### src/rtl/icache_fill_ctrl_if.sv
// Bus bundle for the I-cache fill controller: fetch-side request, cache
// hit/miss flags, memory read port, assembled fill block and perf counters.
// The master modport is the controller's view; the slave modport is the
// environment's view (cache + fetch stage + memory).
interface icache_fill_ctrl_if #(
    parameter int CNT_WIDTH = 32
);
    // fetch stage / cache lookup
    logic [31:0]          pc;
    logic                 pc_valid;
    logic                 hit;
    logic                 miss;
    // instruction memory read port
    logic [31:0]          mem_addr;
    logic                 mem_rd_en;
    logic [31:0]          mem_rdata;
    logic                 mem_valid;
    // fill block, w0 is the lowest address
    logic [31:0]          w0;
    logic [31:0]          w1;
    logic [31:0]          w2;
    logic [31:0]          w3;
    logic [31:0]          w4;
    logic [31:0]          w5;
    logic [31:0]          w6;
    logic [31:0]          w7;
    // cache write strobe and pipeline hold
    logic                 update;
    logic                 stall;
    // performance counters
    logic [CNT_WIDTH-1:0] hit_count;
    logic [CNT_WIDTH-1:0] miss_count;

    modport master (
        input  pc, pc_valid, hit, miss, mem_rdata, mem_valid,
        output mem_addr, mem_rd_en,
        output w0, w1, w2, w3, w4, w5, w6, w7,
        output update, stall, hit_count, miss_count
    );

    modport slave (
        output pc, pc_valid, hit, miss, mem_rdata, mem_valid,
        input  mem_addr, mem_rd_en,
        input  w0, w1, w2, w3, w4, w5, w6, w7,
        input  update, stall, hit_count, miss_count
    );
endinterface

### src/rtl/icache_fill_ctrl.sv
// Miss-handling controller for a 16-set, 8-word-block direct-mapped I-cache.
// On a fetch miss it stalls the CPU, reads the 8-word block one word at a
// time from instruction memory, then pulses update for one cycle so the cache
// can write the line. Also keeps saturating hit/miss counters.
module icache_fill_ctrl #(
    parameter int BLOCK_WORDS = 8,
    parameter int CNT_WIDTH   = 32
) (
    input  logic               CLK,
    input  logic               RST,
    icache_fill_ctrl_if.master bus
);

    typedef enum logic [1:0] {
        S_IDLE   = 2'd0,
        S_FETCH  = 2'd1,
        S_UPDATE = 2'd2
    } state_t;

    // word index of the last word in a block
    localparam logic [2:0] LAST_K = 3'(BLOCK_WORDS - 1);

    state_t               r_state;
    state_t               w_next;
    logic [2:0]           r_k;
    logic [31:0]          r_base;
    logic [31:0]          r_words [BLOCK_WORDS];
    logic [CNT_WIDTH-1:0] r_hit_cnt;
    logic [CNT_WIDTH-1:0] r_miss_cnt;

    logic                 w_miss_go;
    logic                 w_hit_go;
    logic                 w_accept;
    logic                 w_last;
    logic                 w_stall;
    logic                 w_rd_en;
    logic                 w_update;

    // decoded events; a lookup only counts in IDLE, miss wins over hit
    assign w_miss_go = (r_state == S_IDLE) && bus.pc_valid && bus.miss;
    assign w_hit_go  = (r_state == S_IDLE) && bus.pc_valid && bus.hit && !bus.miss;
    assign w_accept  = (r_state == S_FETCH) && bus.mem_valid;
    assign w_last    = (r_k == LAST_K);

    // state register
    always_ff @(posedge CLK) begin
        if (RST) r_state <= S_IDLE;
        else     r_state <= w_next;
    end

    // next-state logic
    always_comb begin
        w_next = r_state;
        case (r_state)
            S_IDLE:   if (w_miss_go)           w_next = S_FETCH;
            S_FETCH:  if (w_accept && w_last)  w_next = S_UPDATE;
            S_UPDATE:                          w_next = S_IDLE;
            default:                           w_next = S_IDLE;
        endcase
    end

    // state-decoded outputs; IDLE stall is combinational so the miss cycle itself holds the PC
    always_comb begin
        w_stall  = 1'b0;
        w_rd_en  = 1'b0;
        w_update = 1'b0;
        case (r_state)
            S_IDLE:   w_stall = bus.pc_valid && bus.miss;
            S_FETCH:  begin w_stall = 1'b1; w_rd_en  = 1'b1; end
            S_UPDATE: begin w_stall = 1'b1; w_update = 1'b1; end
            default:  ;
        endcase
    end

    // block base and word pointer; base is the 32-byte aligned miss address
    always_ff @(posedge CLK) begin
        if (RST) begin
            r_base <= 32'd0;
            r_k    <= 3'd0;
        end else if (w_miss_go) begin
            r_base <= bus.pc & ~32'h1F;
            r_k    <= 3'd0;
        end else if (w_accept && !w_last) begin
            r_k    <= r_k + 3'd1;
        end
    end

    // capture returned words into the slot selected by k
    always_ff @(posedge CLK) begin
        if (RST) begin
            for (int i = 0; i < BLOCK_WORDS; i++) r_words[i] <= 32'd0;
        end else if (w_accept) begin
            for (int i = 0; i < BLOCK_WORDS; i++)
                if (r_k == 3'(i)) r_words[i] <= bus.mem_rdata;
        end
    end

    // saturating performance counters
    always_ff @(posedge CLK) begin
        if (RST) begin
            r_hit_cnt  <= '0;
            r_miss_cnt <= '0;
        end else begin
            if (w_miss_go && (r_miss_cnt != '1)) r_miss_cnt <= r_miss_cnt + 1'b1;
            if (w_hit_go  && (r_hit_cnt  != '1)) r_hit_cnt  <= r_hit_cnt  + 1'b1;
        end
    end

    // 3-bit k keeps the address inside the 32-byte block
    assign bus.mem_addr   = r_base + {27'd0, r_k, 2'b00};
    assign bus.mem_rd_en  = w_rd_en;
    assign bus.stall      = w_stall;
    assign bus.update     = w_update;
    assign bus.hit_count  = r_hit_cnt;
    assign bus.miss_count = r_miss_cnt;
    assign bus.w0         = r_words[0];
    assign bus.w1         = r_words[1];
    assign bus.w2         = r_words[2];
    assign bus.w3         = r_words[3];
    assign bus.w4         = r_words[4];
    assign bus.w5         = r_words[5];
    assign bus.w6         = r_words[6];
    assign bus.w7         = r_words[7];

endmodule

### src/flat_wrapper.sv
// flat-port wrapper written by rule: the top's interface ports become plain ports
module icache_fill_ctrl_flat 
#(
    parameter int BLOCK_WORDS = 8,
    parameter int CNT_WIDTH   = 32
)
  (CLK, RST, bus_pc, bus_pc_valid, bus_hit, bus_miss, bus_mem_rdata, bus_mem_valid, bus_mem_addr, bus_mem_rd_en, bus_w0, bus_w1, bus_w2, bus_w3, bus_w4, bus_w5, bus_w6, bus_w7, bus_update, bus_stall, bus_hit_count, bus_miss_count);
  icache_fill_ctrl_if #(.CNT_WIDTH(CNT_WIDTH)) bus_i ();
  input  logic CLK;
  input  logic RST;
  input wire logic [$bits(bus_i.pc)-1:0] bus_pc;
  input wire logic [$bits(bus_i.pc_valid)-1:0] bus_pc_valid;
  input wire logic [$bits(bus_i.hit)-1:0] bus_hit;
  input wire logic [$bits(bus_i.miss)-1:0] bus_miss;
  input wire logic [$bits(bus_i.mem_rdata)-1:0] bus_mem_rdata;
  input wire logic [$bits(bus_i.mem_valid)-1:0] bus_mem_valid;
  output wire logic [$bits(bus_i.mem_addr)-1:0] bus_mem_addr;
  output wire logic [$bits(bus_i.mem_rd_en)-1:0] bus_mem_rd_en;
  output wire logic [$bits(bus_i.w0)-1:0] bus_w0;
  output wire logic [$bits(bus_i.w1)-1:0] bus_w1;
  output wire logic [$bits(bus_i.w2)-1:0] bus_w2;
  output wire logic [$bits(bus_i.w3)-1:0] bus_w3;
  output wire logic [$bits(bus_i.w4)-1:0] bus_w4;
  output wire logic [$bits(bus_i.w5)-1:0] bus_w5;
  output wire logic [$bits(bus_i.w6)-1:0] bus_w6;
  output wire logic [$bits(bus_i.w7)-1:0] bus_w7;
  output wire logic [$bits(bus_i.update)-1:0] bus_update;
  output wire logic [$bits(bus_i.stall)-1:0] bus_stall;
  output wire logic [$bits(bus_i.hit_count)-1:0] bus_hit_count;
  output wire logic [$bits(bus_i.miss_count)-1:0] bus_miss_count;
  assign bus_i.pc = bus_pc;
  assign bus_i.pc_valid = bus_pc_valid;
  assign bus_i.hit = bus_hit;
  assign bus_i.miss = bus_miss;
  assign bus_i.mem_rdata = bus_mem_rdata;
  assign bus_i.mem_valid = bus_mem_valid;
  assign bus_mem_addr = bus_i.mem_addr;
  assign bus_mem_rd_en = bus_i.mem_rd_en;
  assign bus_w0 = bus_i.w0;
  assign bus_w1 = bus_i.w1;
  assign bus_w2 = bus_i.w2;
  assign bus_w3 = bus_i.w3;
  assign bus_w4 = bus_i.w4;
  assign bus_w5 = bus_i.w5;
  assign bus_w6 = bus_i.w6;
  assign bus_w7 = bus_i.w7;
  assign bus_update = bus_i.update;
  assign bus_stall = bus_i.stall;
  assign bus_hit_count = bus_i.hit_count;
  assign bus_miss_count = bus_i.miss_count;
  icache_fill_ctrl #(.BLOCK_WORDS(BLOCK_WORDS), .CNT_WIDTH(CNT_WIDTH)) u_core (.CLK(CLK), .RST(RST), .bus(bus_i));
endmodule
### config.mk
export PLATFORM = sky130hd
export DESIGN_NAME = icache_fill_ctrl_flat
export DESIGN_NICKNAME = d
export VERILOG_FILES = /design/src/rtl/icache_fill_ctrl_if.sv /design/src/rtl/icache_fill_ctrl.sv /design/src/flat_wrapper.sv
export SDC_FILE = /design/constraint.sdc
export NUM_CORES = 1
export LEC_CHECK = 0
export ABC_AREA = 1
export CAP_MARGIN = 5
export CORE_MARGIN = 1
export CORE_UTILIZATION = 37
export DETAILED_ROUTE_END_ITERATION = 10
export GPL_ROUTABILITY_DRIVEN = 0
export PLACE_DENSITY = 0.65
export SETUP_SLACK_MARGIN = 0.02
export SLEW_MARGIN = 20
export SYNTH_ARGS = -nofsm -noshare
export SYNTH_HDL_FRONTEND = slang
export SYNTH_SLANG_ARGS = --single-unit
### constraint.sdc
create_clock -name CLK -period 5.26 [get_ports CLK]
set_input_delay 1.052 -clock CLK [delete_from_list [all_inputs] [get_ports CLK]]
set_output_delay 1.052 -clock CLK [all_outputs]
set_load 0.005 [all_outputs]
-- Word level (Yosys, flattened, before mapping)
Memories as Yosys holds them, arrays and structs flattened.
Cells that the tools add are included.
- $add $sub $neg: 4
- equality and inequality tests: 13
- mux-type cells: 48
- bitwise operators: 8
- reduce and logical (&&, ||, !) cells: 17
- operator list (cell ; count):
    2-to-1 mux 32 bit ; 8
    adder 32 x 1 -> 32 bit (second input constant) ; 2
    inequality test 32 bit (second input constant) ; 2
    2-to-1 mux 1 bit ; 36
    adder 32 x 5 -> 32 bit ; 1
    == test 3 bit (second input constant) ; 4
    logical AND 1 bit ; 10
    bitwise OR 1 bit ; 8
    == test 3 x 2 -> 1 bit (second input constant) ; 2
    2-to-1 mux 2 bit ; 2
    case mux 2 bit (2 select lines) ; 1
    OR reduction 2 bit ; 2
    adder 3 x 1 -> 3 bit (second input constant) ; 1
    == test 3 x 1 -> 1 bit (second input constant) ; 1
    logical NOT 3 bit ; 1
    == test 2 x 1 -> 1 bit (second input constant) ; 1
    == test 2 bit (second input constant) ; 1
    logical NOT 1 bit ; 2
    logical NOT 2 bit ; 1
    inequality test 2 x 1 -> 1 bit (second input constant) ; 1
    inequality test 2 bit (second input constant) ; 1
    case mux 1 bit (2 select lines) ; 1
    AND reduction 2 bit ; 1
- bits in registers: 96
- bits in writable memories: 256
- input bits: 70
- output and inout port bits: 355
- word-level logic and storage cells: 96
- memories: 1
- memories (memory ; words ; bits a word ; rd ports ; clocked after Yosys merged registers in ; write ports ; RTL line ; RTL):
    u_core.r_words ; 8 ; 32 ; 8 ; 0 ; 8 ; icache_fill_ctrl.sv:27 ; logic [31:0] r_words [BLOCK_WORDS];

-- Depth between registers and ports, before layout
- depth after elaboration: 6
- depth in mapped cells: 11
- gate-level depth less buffers: 11

-- Worst setup path after synthesis
No wires, ideal clock.
- path type: input-to-reg
- from: in bus_mem_valid
- to: mem u_core.r_words[6][0] (netlist: u_core.r_words[1][64]) (enable)
- library setup time: 0.466 ns
- arrival: 3.617 ns
- required time: 4.794 ns
- slack: 1.177 ns
- stages: 4
- buffers on the path: 0
- cells stage by stage: nand2_1 inv_1 nand2_1 o21ai_0
- RTL lines (element ; RTL line ; RTL):
    start: declaration ; flat_wrapper.sv:16 ; input wire logic [$bits(bus_i.mem_valid)-1:0] bus_mem_valid;
    end: declaration ; icache_fill_ctrl.sv:27 ;

-- Final worst setup path
- from: in bus_pc_valid
- to: out bus_stall
- cells in the longest elaborated chain, start to end: 2
- RTL lines (element ; RTL line ; RTL):
    start: declaration ; flat_wrapper.sv:12 ; input wire logic [$bits(bus_i.pc_valid)-1:0] bus_pc_valid;
    logical AND 1 bit ; icache_fill_ctrl.sv:68 ; S_IDLE: w_stall = bus.pc_valid && bus.miss;
    case mux 1 bit (2 select lines) ; icache_fill_ctrl.sv:67 ; case (r_state)
    end: declaration ; flat_wrapper.sv:28 ; output wire logic [$bits(bus_i.stall)-1:0] bus_stall;
No other way between the ends.

==> results.md <==
- Post-synth cell types: 34
- FP Rows: 71
- Leading area contributor after synthesis: edfxtp_1
- DP HPWL: 30410 um
- Pwr dens: 322.4 nW/um^2
- Critical path cell sequence: clkdlybuf4s50_1 -> nand2_2 -> nor2_4 -> inv_1 -> a21oi_1 -> clkdlybuf4s50_1
- Routed met2 length: 21240 um
- LEAKAGE: 0.007595 uW
- DR vias: 11167
- CP most frequent cell: clkdlybuf4s50_1
- Largest cells by area after synthesis: edfxtp_1 55%, dfxtp_1 14%, nor2_1 12%
- #FFs+latches synth: 352
- Most frequently used flop master after synthesis: edfxtp_1
- Post-Route Setup TNS: 0 ns
- Max Fclk: 0.2769 GHz
- # clock sinks: 352
- Worst Hold Class: reg2reg
- Crit start category: input port
- CTS buffer count: 39
- WS Path Type: in2out
- Met3 Wirelength: 4154 um
- Status: complete, no violations
- Initial Util: 37.48%
- Critical path origin: bus_pc_valid
- Vias per inst: 4.764
- Root Buffer: clkbuf_16
- First-pass GRT wire length: 65570 um
- Crit-path slowest cell: clkdlybuf4s50_1
- Pin count of the biggest net entering global routing: 82
- Fin crit share: 68.65%
- Maximum fanout along the worst path: 2
- Power Internal: 4974 uW
- Reg2Reg Launch Point: u_core.r_state[1]$_SDFFE_PP0P_
- Post-synthesis async set-or-reset flop share: 0%
- I/O Buffers: 417
- WP data required: 4.21 ns
- Vias in the first global route: 11048
- Mapped Avg Cell Area: 10.22 sq um
- Max-slew headroom: 27.44%
- Area Overhead vs Synth: 42.14%
- Place WS: 1.609 ns
- Crit path largest cell delay: 0.56 ns
- End of the worst hold path: u_core.bus.miss_count[3]$_SDFFE_PP0P_
- H-tree levels: 2
- Antenna viol nets, final: 0
- Final setup vio count: 0
- Crit. End Element: primary output
- Flop pwr share: 49.3%
- Hold Crit Depth: 2
- Number of I/O pins: 425
- Fraction of layout cells with a size suffix above 1: 6.165%
- # hold bufs at CTS: 0
- DRT Wirelength: 43870 um
- Sw Share: 22.96%
- Clk buf depth: 3
- Post-synthesis cell count: 1378
- DRT met1 WL: 17560 um
- R2r worst-path depth: 7
- Final setup margin: 1.649 ns
- Most frequent cells in the layout: 435 x nor2_1, 416 x clkdlybuf4s50_1, 256 x edfxtp_1, 208 x nand2_1, 104 x inv_1
- Routed wire per std cell: 18.71 um
- DR pass1 iterations: 5
- Top sig layer: met4
- Commonest non-fill, non-tap cell in the layout: nor2_1
- Min Tclk post-route: 3.611 ns
- Comb power frac: 9.7%
- NetSw: 1482 uW
- Buffer count from post-CTS setup fixing: 0
- Die H: 197.1 um
- Core Box Area: 37580 sq um
- ANT cells: 0
- Iteration-0 DRC Markers: 771
- Post-Syn Area: 14080 sq um
- Reg clk slew, reported paths: 0.05 ns
- Clk_lat worst skew: 0.55 ns
- Clock power share: 41.0%
- CTS-repair resized insts: 0
- FF-to-FF setup slack: 2.77 ns
- Sequential share of the synthesized area: 68.22%
- Detailed-route DRC error count: 0
- Hold Vio Cnt, Final: 0
- Max_cap viols: 0
- Die width: 197.1 um
- RSZ-0062 raised after global routing: no
- Initial antenna violation count: 0
- RR Endpoint: u_core.r_words[1][15]$_SDFFCE_PN0P_
- Grt ovf: 0
- VDD IR max: 0.2406 mV
- TritonCTS clock tree: yes
- Critical Path AT: 2.56 ns
- DIE AREA: 38850 sq um
- Net count, final: 1885
- Post-synth EDFFs: 256
- Synth top area share: 54.58%
- All-layer global routing usage: 22.53%
- Clk_skew: 0.01216 ns
- Worst Max-Slew Pin Slew: 1.084 ns
- Hold path startpoint: u_core.bus.miss_count[3]$_SDFFE_PP0P_
- Max-slew violation count: 0
- YS warnings: 0
cells by family (layout without fill, tap and decap cells):
group	after synthesis	after routing	share of synthesized area (%)
other cells	1	2	0.02662
simple gates	753	753	21.85
flops	352	352	68.22
compound gates	88	88	3.367
fa+ha+maj	13	13	1.155
buf+inv	161	615	4.753
xor+xnor	10	10	0.6219
synthesized netlist by cell type, types with 5 or more instances:
cell type / instances
buf_6: 6
nor2_4: 5
buf_2: 10
dfxtp_1: 96
a21oi_2: 7
nand3_1: 50
o21ai_0: 37
a21oi_1: 37
nand4_1: 14
nand2_1: 212
nand2_2: 5
nor2_2: 6
nor2_1: 435
ha_1: 13
clkbuf_1: 25
edfxtp_1: 256
inv_1: 104
xor2_1: 9
nor3_1: 9
buf_1: 5
inv_2: 5
worst max-delay path, delay by kind of cell:
family	cells	cell delay (ns)
simple gates	2	0.18
compound gates	1	0.22
buf+inv	3	1.09
cell type report:
cell class	instances	area [sq um]
inverter	113	424.2
clock inverter	18	156.4
fill	3343	17560
sequential	352	9609
timing repair buffer	430	4287
clock buffer	54	1074
tap	511	639.4
multi-input combinational	866	3831
how the worst max path moves through the flow:
stage                                            to  slack [ns]
global placement                          bus_stall        1.59
detailed placement                        bus_stall        1.61
floorplan           u_core.r_words[1][64]$_DFFE_PP_        1.18
global route                              bus_stall        1.57
finish                                    bus_stall        1.65
CTS                                       bus_stall        1.60
metrics by stage:
stage          utilization [%]  hold WS [ns]  total power (uW)  std cells  area [sq um]
2_1_floorplan                -        0.4720              3420       1379         14090
3_3_place_gp             49.93        0.4898              3861       2271         18760
3_5_place_dp             50.01        0.4981              3874       2272         18790
4_1_cts                  53.28        0.5106              6520       2344         20020
5_1_grt                  53.28        0.5238              6659       2344         20020
6_report                 53.28        0.5123              6455       2344         20020
metal layers:
| metal | up-vias | track usage (%) |
|---|---|---|
| met2 | 482 | 38.76 |
| met4 | 0 | 7.264 |
| met1 | 5294 | 26.82 |
| met3 | 52 | 6.915 |
| li1 | 5339 | - |
| met5 | - | 0 |
sequential cells by signal, summed over array words and instances, names as in the netlist:
| register | cells |
|---|---|
| u_core.bus.hit_count | 32 |
| u_core.r_base | 27 |
| u_core.r_k | 3 |
| u_core.r_state | 2 |
| u_core.bus.miss_count | 32 |
| u_core.r_words | 256 |
power groups by stage:
stage          Clock, uW  Combinational, uW  Sequential, uW
2_1_floorplan          0                174            3250
3_3_place_gp           0                624            3240
3_5_place_dp           0                632            3240
4_1_cts             2700                636            3180
5_1_grt             2790                677            3190
6_report            2650                625            3180
Power figures use the tool's default switching activity.
